## config.mk

```make
export PLATFORM = sky130hd
export DESIGN_NAME = fifo_dp_ram_ext
export DESIGN_NICKNAME = d
export VERILOG_FILES = /design/src/rtl/fifo_dp_ram_ext.sv
export SDC_FILE = /design/constraint.sdc
export NUM_CORES = 1
export LEC_CHECK = 0
export BUFFER_PORTS_ARGS = -buffer_cell sky130_fd_sc_hd__buf_2
export CORE_MARGIN = 2
export CORE_UTILIZATION = 34
export CTS_BUF_LIST = sky130_fd_sc_hd__clkbuf_16
export CTS_CLUSTER_SIZE = 24
export DETAILED_ROUTE_END_ITERATION = 8
export PLACE_DENSITY = 0.52
export RECOVER_POWER = 50
export SETUP_SLACK_MARGIN = 0.1
export SLEW_MARGIN = 0
export SYNTH_ARGS = -nofsm -noshare
export SYNTH_HDL_FRONTEND = slang
export SYNTH_SLANG_ARGS = --single-unit
```

## constraint.sdc

```tcl
create_clock -name clk -period 3.25 [get_ports clk]
set_clock_uncertainty 0.05 [all_clocks]
set_input_delay 0 -clock clk [delete_from_list [all_inputs] [get_ports clk]]
set_output_delay 0 -clock clk [all_outputs]
set_load 0.005 [all_outputs]
```

## src/rtl/fifo_dp_ram_ext.sv

```systemverilog
`default_nettype none
// ============================================================================
// Module      : fifo_dp_ram_ext
// Description : Single-clock FIFO on a simple dual-port RAM with a pipelined
//               read path, fill count, sticky error flags and sync flush.
// Revision    : 1.0 - initial release
// ============================================================================
module fifo_dp_ram_ext #(
    parameter int FIFO_DEPTH         = 32,
    parameter int FIFO_DATA_WIDTH    = 8,
    parameter int ALMOST_FULL_DEPTH  = 3,
    parameter int ALMOST_EMPTY_DEPTH = 3,
    parameter int LATENCY            = 3,
    parameter int PTR_WIDTH          = $clog2(FIFO_DEPTH) + 1,
    parameter int CNT_WIDTH          = PTR_WIDTH
) (
    input  logic                       clk,
    input  logic                       reset,
    input  logic                       flush,
    input  logic                       write,
    input  logic                       read,
    input  logic [FIFO_DATA_WIDTH-1:0] write_data,
    output logic [FIFO_DATA_WIDTH-1:0] read_data,
    output logic                       read_valid,
    output logic                       empty,
    output logic                       full,
    output logic                       almost_empty,
    output logic                       almost_full,
    output logic [CNT_WIDTH-1:0]       count,
    output logic                       overflow,
    output logic                       underflow
);

    localparam int c_addr_width = PTR_WIDTH - 1;
    localparam logic [CNT_WIDTH-1:0] c_full_level = CNT_WIDTH'(FIFO_DEPTH);
    localparam logic [CNT_WIDTH-1:0] c_af_level   = CNT_WIDTH'(FIFO_DEPTH - ALMOST_FULL_DEPTH);
    localparam logic [CNT_WIDTH-1:0] c_ae_level   = CNT_WIDTH'(ALMOST_EMPTY_DEPTH);
    localparam logic [PTR_WIDTH-1:0] c_ptr_zero   = '0;

    logic [FIFO_DATA_WIDTH-1:0] r_mem [FIFO_DEPTH];

    logic [PTR_WIDTH-1:0]       r_wr_ptr;
    logic [PTR_WIDTH-1:0]       r_rd_ptr;
    logic [CNT_WIDTH-1:0]       r_count;
    logic                       r_empty;
    logic                       r_full;
    logic                       r_almost_empty;
    logic                       r_almost_full;
    logic                       r_overflow;
    logic                       r_underflow;

    logic [LATENCY-1:0]         r_pipe_vld;
    logic [FIFO_DATA_WIDTH-1:0] r_pipe_data [LATENCY];

    logic                       w_wr_accept;
    logic                       w_rd_accept;
    logic                       w_wr_en;
    logic [PTR_WIDTH-1:0]       w_wr_ptr_nxt;
    logic [PTR_WIDTH-1:0]       w_rd_ptr_nxt;
    logic [CNT_WIDTH-1:0]       w_count_nxt;
    logic [c_addr_width-1:0]    w_wr_addr;
    logic [c_addr_width-1:0]    w_rd_addr;

    // Acceptance uses the registered flags, so outputs never depend
    // combinationally on write/read.
    always_comb begin
        w_wr_accept  = write && !r_full;
        w_rd_accept  = read && !r_empty;
        w_wr_en      = w_wr_accept && !reset && !flush;
        w_wr_addr    = r_wr_ptr[c_addr_width-1:0];
        w_rd_addr    = r_rd_ptr[c_addr_width-1:0];
        w_wr_ptr_nxt = r_wr_ptr + {c_ptr_zero[PTR_WIDTH-1:1], w_wr_accept};
        w_rd_ptr_nxt = r_rd_ptr + {c_ptr_zero[PTR_WIDTH-1:1], w_rd_accept};
        w_count_nxt  = w_wr_ptr_nxt - w_rd_ptr_nxt;
    end

    always_ff @(posedge clk) begin
        if (w_wr_en) begin
            r_mem[w_wr_addr] <= write_data;
        end
    end

    always_ff @(posedge clk) begin
        if (reset || flush) begin
            r_wr_ptr       <= '0;
            r_rd_ptr       <= '0;
            r_count        <= '0;
            r_empty        <= 1'b1;
            r_full         <= 1'b0;
            r_almost_empty <= 1'b1;
            r_almost_full  <= 1'b0;
            r_overflow     <= 1'b0;
            r_underflow    <= 1'b0;
        end else begin
            r_wr_ptr       <= w_wr_ptr_nxt;
            r_rd_ptr       <= w_rd_ptr_nxt;
            r_count        <= w_count_nxt;
            r_empty        <= (w_count_nxt == '0);
            r_full         <= (w_count_nxt == c_full_level);
            r_almost_empty <= (w_count_nxt <= c_ae_level);
            r_almost_full  <= (w_count_nxt >= c_af_level);
            if (write && r_full) begin
                r_overflow <= 1'b1;
            end
            if (read && r_empty) begin
                r_underflow <= 1'b1;
            end
        end
    end

    // Data stages only advance behind a valid token, so the last stage holds
    // the most recent word through idle cycles and across a flush.
    always_ff @(posedge clk) begin
        if (reset) begin
            r_pipe_vld <= '0;
            for (int k = 0; k < LATENCY; k++) begin
                r_pipe_data[k] <= '0;
            end
        end else if (flush) begin
            r_pipe_vld <= '0;
        end else begin
            r_pipe_vld[0] <= w_rd_accept;
            if (w_rd_accept) begin
                r_pipe_data[0] <= r_mem[w_rd_addr];
            end
            for (int k = 1; k < LATENCY; k++) begin
                r_pipe_vld[k] <= r_pipe_vld[k-1];
                if (r_pipe_vld[k-1]) begin
                    r_pipe_data[k] <= r_pipe_data[k-1];
                end
            end
        end
    end

    assign read_data    = r_pipe_data[LATENCY-1];
    assign read_valid   = r_pipe_vld[LATENCY-1];
    assign empty        = r_empty;
    assign full         = r_full;
    assign almost_empty = r_almost_empty;
    assign almost_full  = r_almost_full;
    assign count        = r_count;
    assign overflow     = r_overflow;
    assign underflow    = r_underflow;

endmodule
`default_nettype wire

```

==> out/results.txt <==
status -> complete, but fails checks
failing checks -> max-capacitance violations, max-slew violations
largest area contributor in the netlist -> edfxtp_1
Design Power -> 8.45 mW
Clock Pin Slew Worst Setup and Hold Paths -> 60 ps
nets@finish -> 705
reg2reg path depth -> 12
global-route wire length before repair -> 37,300 µm
ys flop type -> edfxtp_1
f_max -> 338 MHz
detailed-placement wirelength estimate -> 15,100 µm
worst reg2reg setup slack -> 290 ps
worst vdd ir -> 0.407 mV
vias in the first global route -> 5,970
via count -> 5,710
CP max FO -> 5
Synth top area share -> 69.7%
Clock Sinks -> 307
synth top area cells -> edfxtp_1, mux4_2, dfxtp_1
Ys Warns -> 0
core box area -> 34,700 µm²
Max Cap Viol -> 3
Synth cell types -> 42
DR DRC count -> 0
Synthesized Nets -> 635
crit path DAT -> 3300 ps
Max Transition Viols Final -> 99
Tot GR Track Use -> 13.8%
Top-Level Pins -> 34
synthesized cell area -> 12,100 µm²
HP Class -> in -> reg
drt first-iter violations -> 371
Critical Path Source Type -> flop
Slew Limit Headroom -> -2.06%
Vert. Die Dim -> 192 µm
TritonCTS clock tree -> done
final setup fails -> 0
worst hold slack -> 247 ps
placed inst area -> 12,900 µm²
Synth top cells by count -> edfxtp_1, mux4_2, nor2_1, dfxtp_1, and2_1
clock tree buffer depth -> 3
Setup crit start -> full
Worst Setup Path Type -> reg -> reg
GRT Residual Overflow -> 0
Routed WL per cell -> 21.1 µm
antenna diode count -> 0
Worst Tran Pin Value -> 1530 ps
reg2reg end -> almost_full
crit end category -> flop
CP required -> 3590 ps
Static Leak -> 4.39 nW
Setup TNS -> 0 ps
Pwr Density -> 602 nW/µm²
Site Rows -> 68
Seq cells post-synth -> 307
DRT antenna net count -> 0
final hold violation count -> 0
synth-to-layout area growth -> 16.4%
number of CTS-inserted buffers -> 34
final worst path period share -> 91.2%
initial antenna violation count -> 0
critical path capture point -> almost_full
# port buffers -> 33
top-count cell post-synth -> edfxtp_1
R2R Path Start -> full
final std cells w/o fill -> 1,163
number of flops mapped to enable cells by yosys -> 280
Synth Instances -> 614
post-CTS setup buffer count -> 0
RSZ-0062 raised after global routing -> no
Die ar. -> 37,000 µm²
sequential share of the synthesized area -> 74.2%
final instance area -> 14,000 µm²
Chip Width -> 192 µm
filler cell count -> 3,112
drt total wl -> 24,600 µm
TritonRoute pass-1 iters -> 6
H-tree Lvls -> 2
post-layout minimum cycle time -> 2960 ps
synthesized area per cell -> 19.7 µm²
initial core utilization -> 34.8%
dpl cells -> 1,097
clk_lat worst skew -> 500 ps
gp weighted congestion -> 0.812
Async SR Flop Fraction -> 0%
share of cells above drive strength 1 -> 24.3%
Via density -> 4.91
root buffer cell -> clkbuf_16
largest net degree at the start of global routing -> 65
per-layer routing:
metal  share of wire [%]  global-route usage (%)
met5                   0                       0
met4                 2.2                    4.52
met3                 5.0                    2.53
met2                  50                    23.3
met1                  43                    18.0
placed cells by master, fill, tap and decap left out, drive strengths merged, types with 2 or more instances in the layout:
cell type | netlist | routed
nand2b | 5 | 5
nor2b | 9 | 9
mux4 | 72 | 72
buf | 23 | 41
a21oi | 3 | 3
a211oi | 9 | 9
maj3 | 2 | 2
or2 | 3 | 3
dfxtp | 27 | 27
inv | 7 | 13
xor2 | 5 | 5
nand3 | 6 | 6
dlygate4sd3 | 0 | 6
clkinv | 0 | 11
ha | 7 | 7
bufinv | 0 | 5
clkbuf | 12 | 59
nor2 | 58 | 58
nand2 | 7 | 7
mux2i | 8 | 8
and2 | 22 | 22
nor3 | 5 | 5
o21ai | 9 | 9
edfxtp | 280 | 280
nand3b | 4 | 4
xnor2 | 12 | 12
a21o | 2 | 2
mux2 | 8 | 8
power by group:
part | internal (mW) | switching [mW]
combinational | 0.0726 | 0.134
clock | 2.44 | 1.46
sequential | 4.33 | 0.00781
total | 6.84 | 1.61
final cells by class:
cell class | count | area, µm² | share of cell area (%)
sequential | 307 | 8950 | 63.8
multi-input combinational | 265 | 2890 | 20.6
clock buffer | 37 | 926 | 6.59
tap | 455 | 569 | 4.05
timing repair buffer | 69 | 448 | 3.19
clock inverter | 23 | 225 | 1.60
inverter | 7 | 26.3 | 0.187
metrics by stage:
step | setup WS, ps | util [%]
floorplan | 547 | -
global placement | 393 | 37.0
detailed placement | 307 | 37.0
CTS | 292 | 40.5
global route | 124 | 40.4
finish | 288 | 40.4
repair_timing:
| item | 4_1_cts | 5_1_grt |
|---|---|---|
| resized for setup | 0 | 0 |
| setup endpoints to repair | 0 | 0 |
| hold buffers | 6 | 0 |
| endpoints found under the hold margin | 51 | 0 |
worst max-delay path: stages, from the launching register on:
cell	delay (ps)
dfxtp_1	320
nand2b_1	200
inv_1	80
ha_1	190
nand3_1	100
xnor2_1	230
ha_1	290
inv_1	170
nor3_1	100
a311o_1	340
maj3_2	330
xor2_1	190
a22o_1	250
how the worst min path moves through the flow:
stage	start	endpoint	cells past startpoint
2_1_floorplan	reset	r_pipe_vld[2]	1
3_5_place_dp	reset	r_pipe_vld[2]	2
3_3_place_gp	reset	r_pipe_vld[2]	2
6_report	read	underflow	4
4_1_cts	write_data[4]	r_mem[16][4]	1
5_1_grt	write	overflow	4
registers in the layout, summed over array words and instances (netlist names):
name and cells:
r_pipe_vld 3, empty 1, r_wr_ptr 6, full 1
count 6, almost_empty 1, almost_full 1, r_pipe_data 24
r_rd_ptr 6, r_mem 256, underflow 1, overflow 1
kinds of logic (layout without fill, tap and decap cells):
| logic type | after synthesis | in the layout | synth area share, % |
|---|---|---|---|
| flops | 307 | 307 | 74.2 |
| buf+inv | 42 | 136 | 1.87 |
| fa+ha+maj | 10 | 10 | 1.07 |
| simple gates | 123 | 123 | 5.01 |
| xor+xnor | 17 | 17 | 1.45 |
| mux | 88 | 88 | 15.0 |
| compound gates | 27 | 27 | 1.47 |
(Power assumes the default switching activity.)
